==> config.mk <==
export PLATFORM = sky130hd
export DESIGN_NAME = mvm_stream_driver_flat
export DESIGN_NICKNAME = d
export VERILOG_FILES = /design/src/rtl/mvm_stream_driver_if.sv /design/src/rtl/mvm_stream_driver.sv /design/src/flat_wrapper.sv
export SDC_FILE = /design/constraint.sdc
export NUM_CORES = 1
export LEC_CHECK = 0
export ABC_AREA = 1
export CORE_AREA = 2 2 128 130
export DETAILED_ROUTE_END_ITERATION = 16
export DIE_AREA = 0 0 130 132
export PLACE_DENSITY = 0.74
export SYNTH_ARGS = -nofsm -noshare
export SYNTH_HDL_FRONTEND = slang
export SYNTH_SLANG_ARGS = --single-unit
==> constraint.sdc <==
create_clock -name clk -period 2.3 [get_ports clk]
set_clock_uncertainty 0.2 [all_clocks]
set_input_delay 0.345 -clock clk [delete_from_list [all_inputs] [get_ports clk]]
set_output_delay 0.345 -clock clk [all_outputs]
set_load 0.1 [all_outputs]
==> src/rtl/mvm_stream_driver_if.sv <==
// Stream bundle between mvm_stream_driver and the matrix-vector multiplier.
// master = driver side (sources operands, sinks results); slave = multiplier side.
interface mvm_stream_driver_if;
  logic signed [7:0]  out_data;
  logic               out_valid;
  logic               out_ready;
  logic signed [15:0] in_data;
  logic               in_valid;
  logic               in_ready;
  logic               in_overflow;

  modport master (
    output out_data, out_valid, in_ready,
    input  out_ready, in_data, in_valid, in_overflow
  );

  modport slave (
    input  out_data, out_valid, in_ready,
    output out_ready, in_data, in_valid, in_overflow
  );
endinterface

==> src/rtl/mvm_stream_driver.sv <==
// Serialises preloaded A (row-major) then B to the multiplier and collects NROWS_A results.
// Optional stall watchdog enabled by defining MVM_DRV_TIMEOUT_EN.
module mvm_stream_driver #(
  parameter int NROWS_A = 3,
  parameter int NCOLS_A = 3,
  parameter int TIMEOUT = 1024
) (
  input  logic                                          clk,
  input  logic                                          reset,
  input  logic                                          cfg_wr_en,
  input  logic [$clog2(NROWS_A*NCOLS_A+NCOLS_A)-1:0]    cfg_addr,
  input  logic signed [7:0]                             cfg_data,
  input  logic                                          start,
  output logic                                          busy,
  output logic                                          done,
  output logic                                          err,
  mvm_stream_driver_if.master                           strm,
  input  logic [$clog2(NROWS_A)-1:0]                    res_addr,
  output logic signed [15:0]                            res_data,
  output logic                                          ovf_flag
);

  localparam int NA = NROWS_A * NCOLS_A;
  localparam int NT = NA + NCOLS_A;
  localparam int AW = $clog2(NT);
  localparam int RW = $clog2(NROWS_A);

  localparam logic [1:0] S_IDLE    = 2'd0;
  localparam logic [1:0] S_SEND_A  = 2'd1;
  localparam logic [1:0] S_SEND_B  = 2'd2;
  localparam logic [1:0] S_COLLECT = 2'd3;

  localparam logic [AW-1:0] LAST_A = AW'(NA - 1);
  localparam logic [AW-1:0] LAST_B = AW'(NCOLS_A - 1);
  localparam logic [AW-1:0] B_BASE = AW'(NA);
  localparam logic [RW-1:0] LAST_R = RW'(NROWS_A - 1);

  logic [1:0]         state_q, state_d;
  logic [AW-1:0]      idx_q, idx_d;
  logic [RW-1:0]      ridx_q, ridx_d;
  logic signed [7:0]  opr_q [NT];
  logic signed [7:0]  opr_d [NT];
  logic signed [15:0] res_q [NROWS_A];
  logic signed [15:0] res_d [NROWS_A];
  logic               ovf_q, ovf_d;
  logic               done_q, done_d;
  logic               xfer, acc;

`ifdef MVM_DRV_TIMEOUT_EN
  localparam int CW = $clog2(TIMEOUT + 1);
  localparam logic [CW-1:0] CNT_LAST = CW'(TIMEOUT - 1);
  logic [CW-1:0] cnt_q, cnt_d;
  logic          err_q, err_d;
  assign err = err_q;
`else
  logic [31:0] unused_timeout;
  assign unused_timeout = 32'(TIMEOUT);
  assign err = 1'b0;
`endif

  // Handshake-facing outputs come from registered state only.
  assign strm.out_valid = (state_q == S_SEND_A) || (state_q == S_SEND_B);
  assign strm.in_ready  = (state_q == S_COLLECT);
  assign strm.out_data  = (state_q == S_SEND_B) ? opr_q[B_BASE + idx_q] : opr_q[idx_q];

  assign busy     = (state_q != S_IDLE);
  assign done     = done_q;
  assign ovf_flag = ovf_q;
  assign res_data = (int'(res_addr) < NROWS_A) ? res_q[res_addr] : '0;

  assign xfer = strm.out_valid && strm.out_ready;
  assign acc  = strm.in_valid && strm.in_ready;

  always_comb begin
    state_d = state_q;
    idx_d   = idx_q;
    ridx_d  = ridx_q;
    opr_d   = opr_q;
    res_d   = res_q;
    ovf_d   = ovf_q;
    done_d  = 1'b0;
`ifdef MVM_DRV_TIMEOUT_EN
    cnt_d   = cnt_q;
    err_d   = err_q;
`endif
    case (state_q)
      S_IDLE: begin
        if (cfg_wr_en && (int'(cfg_addr) < NT)) opr_d[cfg_addr] = cfg_data;
        if (start) begin
          ovf_d   = 1'b0;
          idx_d   = '0;
          ridx_d  = '0;
          state_d = S_SEND_A;
`ifdef MVM_DRV_TIMEOUT_EN
          err_d   = 1'b0;
          cnt_d   = '0;
`endif
        end
      end
      S_SEND_A: begin
        if (xfer) begin
          if (idx_q == LAST_A) begin
            idx_d   = '0;
            state_d = S_SEND_B;
          end else begin
            idx_d = idx_q + 1'b1;
          end
        end
      end
      S_SEND_B: begin
        if (xfer) begin
          if (idx_q == LAST_B) begin
            idx_d   = '0;
            state_d = S_COLLECT;
          end else begin
            idx_d = idx_q + 1'b1;
          end
        end
      end
      default: begin
        if (acc) begin
          res_d[ridx_q] = strm.in_data;
          ovf_d         = ovf_q | strm.in_overflow;
          if (ridx_q == LAST_R) begin
            ridx_d  = '0;
            done_d  = 1'b1;
            state_d = S_IDLE;
          end else begin
            ridx_d = ridx_q + 1'b1;
          end
        end
      end
    endcase
`ifdef MVM_DRV_TIMEOUT_EN
    // Watchdog counts only stalled active cycles; expiry overrides the state decision above.
    if (state_q != S_IDLE) begin
      if (xfer || acc) begin
        cnt_d = '0;
      end else if (cnt_q == CNT_LAST) begin
        cnt_d   = '0;
        err_d   = 1'b1;
        idx_d   = '0;
        ridx_d  = '0;
        state_d = S_IDLE;
      end else begin
        cnt_d = cnt_q + 1'b1;
      end
    end
`endif
  end

  always_ff @(posedge clk) begin
    if (reset) begin
      state_q <= S_IDLE;
      idx_q   <= '0;
      ridx_q  <= '0;
      opr_q   <= '{default: '0};
      res_q   <= '{default: '0};
      ovf_q   <= 1'b0;
      done_q  <= 1'b0;
`ifdef MVM_DRV_TIMEOUT_EN
      cnt_q   <= '0;
      err_q   <= 1'b0;
`endif
    end else begin
      state_q <= state_d;
      idx_q   <= idx_d;
      ridx_q  <= ridx_d;
      opr_q   <= opr_d;
      res_q   <= res_d;
      ovf_q   <= ovf_d;
      done_q  <= done_d;
`ifdef MVM_DRV_TIMEOUT_EN
      cnt_q   <= cnt_d;
      err_q   <= err_d;
`endif
    end
  end

endmodule

==> src/flat_wrapper.sv <==
// flat-port wrapper written by rule: the top's interface ports become plain ports
module mvm_stream_driver_flat 
#(
  parameter int NROWS_A = 3,
  parameter int NCOLS_A = 3,
  parameter int TIMEOUT = 1024
)
  (clk, reset, cfg_wr_en, cfg_addr, cfg_data, start, busy, done, err, res_addr, res_data, ovf_flag, strm_out_data, strm_out_valid, strm_in_ready, strm_out_ready, strm_in_data, strm_in_valid, strm_in_overflow);
  mvm_stream_driver_if strm_i ();
  input  logic clk;
  input  logic reset;
  input  logic cfg_wr_en;
  input  logic [$clog2(NROWS_A*NCOLS_A+NCOLS_A)-1:0] cfg_addr;
  input  logic signed [7:0] cfg_data;
  input  logic start;
  output logic busy;
  output logic done;
  output logic err;
  input  logic [$clog2(NROWS_A)-1:0] res_addr;
  output logic signed [15:0] res_data;
  output logic ovf_flag;
  output wire logic [$bits(strm_i.out_data)-1:0] strm_out_data;
  output wire logic [$bits(strm_i.out_valid)-1:0] strm_out_valid;
  output wire logic [$bits(strm_i.in_ready)-1:0] strm_in_ready;
  input wire logic [$bits(strm_i.out_ready)-1:0] strm_out_ready;
  input wire logic [$bits(strm_i.in_data)-1:0] strm_in_data;
  input wire logic [$bits(strm_i.in_valid)-1:0] strm_in_valid;
  input wire logic [$bits(strm_i.in_overflow)-1:0] strm_in_overflow;
  assign strm_out_data = strm_i.out_data;
  assign strm_out_valid = strm_i.out_valid;
  assign strm_in_ready = strm_i.in_ready;
  assign strm_i.out_ready = strm_out_ready;
  assign strm_i.in_data = strm_in_data;
  assign strm_i.in_valid = strm_in_valid;
  assign strm_i.in_overflow = strm_in_overflow;
  mvm_stream_driver #(.NROWS_A(NROWS_A), .NCOLS_A(NCOLS_A), .TIMEOUT(TIMEOUT)) u_core (.clk(clk), .reset(reset), .cfg_wr_en(cfg_wr_en), .cfg_addr(cfg_addr), .cfg_data(cfg_data), .start(start), .busy(busy), .done(done), .err(err), .strm(strm_i), .res_addr(res_addr), .res_data(res_data), .ovf_flag(ovf_flag));
endmodule
======== Word-level counts from Yosys, hierarchy flattened ========
Cells that the tools add are included.
operators by class
  mux-type cells .......................... 39
  equal/unequal tests ..................... 11
  magnitude comparators ................... 9
  bitwise gates (word level) .............. 9
  reduce and logical (&&, ||, !) cells .... 20
  add/sub/neg operators ................... 3
operator list
  cell                                                                          number
  96-bit bitwise mux                                                            1
  8-bit binary-select mux with 4-bit select                                     2
  16-bit two-way mux                                                            4
  48-bit bitwise mux                                                            1
  8-bit two-way mux                                                             6
  16-bit binary-select mux with 2-bit select                                    1
  16-bit demux with 2-bit select                                                1
  8-bit demux with 4-bit select                                                 1
  2-bit two-way mux                                                             10
  4-bit two-way mux                                                             5
  5-bit greater-or-equal comparator, second input constant                      3
  4-bit NOT with 5-bit output                                                   3
  4-bit case mux with 3 select lines                                            1
  4-bit nonzero test                                                            2
  7-bit AND reduction                                                           1
  2-bit equality test, second input constant                                    3
  3-bit greater-or-equal comparator, second input constant                      2
  2-bit != test, second input constant                                          3
  2-bit NOT with 3-bit output                                                   2
  2-bit case mux with 3 select lines                                            1
  1-bit logical AND                                                             5
  5-bit by 1-bit less-than comparator with 1-bit output, second input constant  1
  5-bit OR reduction                                                            1
  4-bit by 1-bit adder with 4-bit output, second input constant                 1
  23 further kinds                                                              30
storage, ports and cells
  register bits after elaboration ......... 154
  output and inout port bits .............. 30
  logic and storage cells ................. 111
  input bits .............................. 37

======== Depth between registers and ports, before layout ========
  depth after elaboration ................. 6
  depth in mapped cells ................... 12
  gate-level depth less buffers ........... 9

======== Worst setup path after synthesis ========
OpenSTA, ideal clock, no wires.
  kind .................................... flip-flop to output port
  from .................................... reg u_core.idx_q[0]
  to ...................................... out strm_out_data[0]
  buffers on the path ..................... 5
  setup slack ............................. -1.529 ns
  data arrival time ....................... 3.284 ns
  data required time ...................... 1.755 ns
  stages on the path, launching flop included .. 13
  cells stage by stage .................... dfxtp_1 -> buf_4 -> inv_2 -> buf_2 -> buf_4 -> ha_1 -> buf_2 -> inv_1 -> buf_2 -> nand3_1 -> nand3_1 -> nand3_1 -> a21oi_1
on the way
  word-level cells in the longest chain between the ends .. 6
  elaborated cells between the ends (all ways) .. 10
  those cells by class .................... add/sub: 1; mux: 7; bitwise: 2
RTL lines
  what                                                  line                      text
  start: declaration                                    mvm_stream_driver.sv:39   logic [AW-1:0] idx_q, idx_d;
  start signal: assignment                              mvm_stream_driver.sv:167  idx_q <= idx_d;
  4-bit adder                                           mvm_stream_driver.sv:64   assign strm.out_data = (state_q == S_SEND_B) ? opr_q[B_BASE + idx_q] : opr_q[idx_q];
  4-bit NOT with 5-bit output (implied by the code)     mvm_stream_driver.sv:64
  8-bit binary-select mux with 4-bit select             mvm_stream_driver.sv:64
  8-bit two-way mux (implied by the code) (2 in a row)  mvm_stream_driver.sv:64
  8-bit two-way mux *                                   mvm_stream_driver.sv:64
  end: declaration                                      flat_wrapper.sv:22        output wire logic [$bits(strm_i.out_data)-1:0] strm_out_data;
Mark *: on every way between the ends. The rest lies on a longest branch, timed or not. The select of a mux whose other input is x is not followed.

======== Final worst setup path ========
  from .................................... reg u_core.idx_q[0]
  to ...................................... out strm_out_data[4]
The elaborated chain is that of the path after synthesis.

==> out/results.ini <==
[outcome]
status = finished, violations left
failed_checks = negative setup slack

[cells_and_area]
insertedDiodeCount = 0
nets = 1366
drive_above_1_share_pct = 17.7
areaGrowthSynthToFinish_pct = 33.5
multi_input_area_mm2 = 0.00500
area.sequential_mm2 = 0.00309
fillers = 1265

[timing]
fin_ws_ps = -494
hold_viol_final = 0
timing.fmax_mhz = 358
slew_viol_final = 0
hold_slack_ps = 269
worst_pin_slew_ps = 713
relSlewSlack_pct = 52.2
finalCriticalPeriod_ps = 2790
rsz0062_at_grt = yes
finalSetupTns_ps = -3630
setup_viol = 8
min_period_over_period_pct = 121

[setup_path]
path_delay_family = buffers and inverters
worst-path-max-fanout = 12
cp.arrival_ps = 2250
end_kind = primary output
worst_setup_path_start_kind = flop
cp.buffers_inverters = 5
cp.required_ps = 1750
slowest_delay_ps = 350
cpMaxStageDelayCell = dfxtp_4
crit_type = flop to primary output
path_cells = buf_8, inv_8, ha_4, buf_12, inv_16, nand3_2, nand3_2, nand3_4, a21oi_4, buf_12

[routing]
dr.pass1.iters = 6
viasPerCell = 5.59
drt-met1-wl_um = 10900
ant_nets = 0
routedWlPerCell_um = 16.6
routed_wl_um = 25700
dr_wl_met3_um = 1870
drc = 0
highest_layer = met4
drt_iter0_markers = 1036
wl_met2_um = 12000
vias = 8662

[synthesis]
yosysMostFrequentCell = nand2_1
yosysSeqAreaShare_pct = 37.3
ys.flop_type = dfxtp_1
synthArstFlopShare_pct = 0
synth_top_area_share_pct = 37.3
yosysWarnings = 0
synth_top_area_cell = dfxtp_1
synthTopCellsByArea = dfxtp_1 (37%), nand2_1 (13%), nand3_1 (9.4%), o21ai_0 (8.4%), a21oi_1 (7.3%)
syn-num-nets = 1316
netlist_area_mm2 = 0.00826
synth_edf_count = 0
synth_cells = 1271
ys_ff_latch = 154
synth.avg_cell_area_um2 = 6.50
synth_commonest_cells = nand2_1 (284), nand3_1 (155), dfxtp_1 (154)
ys_types = 31

[global_route]
grt_max_degree = 77
antenna_found_initial = 0
track_usage_pct = 28.9
grt_overflow = 0
grt_pass1_vias = 7821
grt_pass1_wl_um = 39200

[clocking]
clock_latency_ps = 430
h-tree-depth = 4
clock_path_buffers = 2
cts-root-buf = clkbuf_16
cts_tree = done
numCtsBuffers = 17
path_clk_slew_ps = 70
cts_sinks = 154
ctsHoldBuffers = 0

[placed_design]
post-place-ws_ps = -120
numPortBuffers = 65
routabilityCongestion = 0.873
hpwl_um = 15400

[floorplan]
die-area_mm2 = 0.0172
die_h_um = 132
start_util_pct = 52.6
die-width_um = 130
rows = 46
core_mm2 = 0.0157
ios = 67

[pwr]
powerDensity_mw_per_mm2 = 888
peakVddDrop_v = 0.00130
p_leak_nw = 4.62

[flow_run]
maxCapViolations = 0

[hold_path]
min_path_type = flop to flop

## per-layer routing
metal	vias to the layer above	global-route usage, %
li1	4219	-
met1	4016	38.3
met2	354	45.6
met3	73	6.62
met4	0	10.9
met5	-	0
## report_power, final
| group | internal (W) | switching (W) | total (W) |
|---|---|---|---|
| combinational | 0.00147 | 0.00271 | 0.00419 |
| clock | 0.00164 | 0.00118 | 0.00281 |
| sequential | 0.00275 | 0.0000493 | 0.00280 |
| total | 0.00586 | 0.00394 | 0.00980 |
## area by class of cell
| class | count | area share [%] |
|---|---|---|
| repair buffers | 116 | 14.4 |
| multi-input cells | 908 | 45.3 |
| inverters | 123 | 4.40 |
| repair inverters | 1 | 0.0794 |
| well taps | 216 | 2.45 |
| flip-flops and latches | 154 | 28.0 |
| clock buffers | 19 | 4.02 |
| clock inverters | 13 | 1.29 |
## per-stage QoR
step | cell area [µm²] | total power, W | instances | util (%)
global placement | 10000 | 0.00663 | 1505 | 63.7
detailed placement | 10000 | 0.00666 | 1505 | 63.7
global route | 11000 | 0.0102 | 1550 | 70.2
floorplan | 8950 | 0.00562 | 1271 | -
finish | 11000 | 0.00980 | 1550 | 70.2
CTS | 10800 | 0.00956 | 1545 | 68.8
## registers in the layout, indices dropped and copies added, names as in the netlist
signal / cells
u_core.opr_q: 96
u_core.res_q: 48
u_core.done: 1
u_core.state_q: 2
u_core.ridx_q: 2
u_core.ovf_flag: 1
u_core.idx_q: 4
## layout by cell type (no fill, tap or decap), types with 16 or more instances in the layout
| cell | count |
|---|---|
| inv_1 | 119 |
| o21ai_0 | 139 |
| buf_4 | 29 |
| nor2_1 | 152 |
| a21oi_1 | 105 |
| nand3_1 | 101 |
| buf_12 | 38 |
| o31ai_4 | 16 |
| dfxtp_1 | 152 |
| nand2_1 | 278 |
| clkbuf_16 | 18 |
| nand3_2 | 51 |
| clkdlybuf4s50_1 | 35 |
## path summary, 6_finish.rpt
check                                                     from                            end  slack [ps]  cells after the start
worst min register to register   u_core.opr_q[50]$_SDFFE_PP0P_  u_core.opr_q[50]$_SDFFE_PP0P_         270                      2
worst max-delay path              u_core.idx_q[0]$_SDFFE_PP0P_               strm_out_data[4]        -490                     10
worst min-delay path             u_core.opr_q[50]$_SDFFE_PP0P_  u_core.opr_q[50]$_SDFFE_PP0P_         270                      2
worst max register to register  u_core.state_q[1]$_SDFFE_PP0P_  u_core.opr_q[38]$_SDFFE_PP0P_         280                      8
## cells by family after synthesis
kind of cell / count (synthesis) / share of synthesized area, %
simple gates: 613 / 32.1
compound gates: 284 / 17.8
buf+inv: 209 / 11.3
flops: 154 / 37.3
fa+ha+maj: 8 / 1.21
xor+xnor: 2 / 0.303
other cells: 1 / 0.0454
## worst reg2reg max path: cells and delay by family, from the launching register on
family / cells / cell delay (ps)
AO/OA/AOI/OAI: 3 / 470
flip-flops: 1 / 360
buffers and inverters: 2 / 360
AND/OR/NAND/NOR: 2 / 310
adder cells (fa/ha/maj): 1 / 200
## repair_timing
action / 4_1_cts / 5_1_grt
buffers inserted: 5 / 3
resized for setup: 16 / 29
setup endpoints to repair: 8 / 8
pin swaps: 7 / 12
cloned: 3 / 2
No activity file was read; power rests on OpenSTA's default activity.
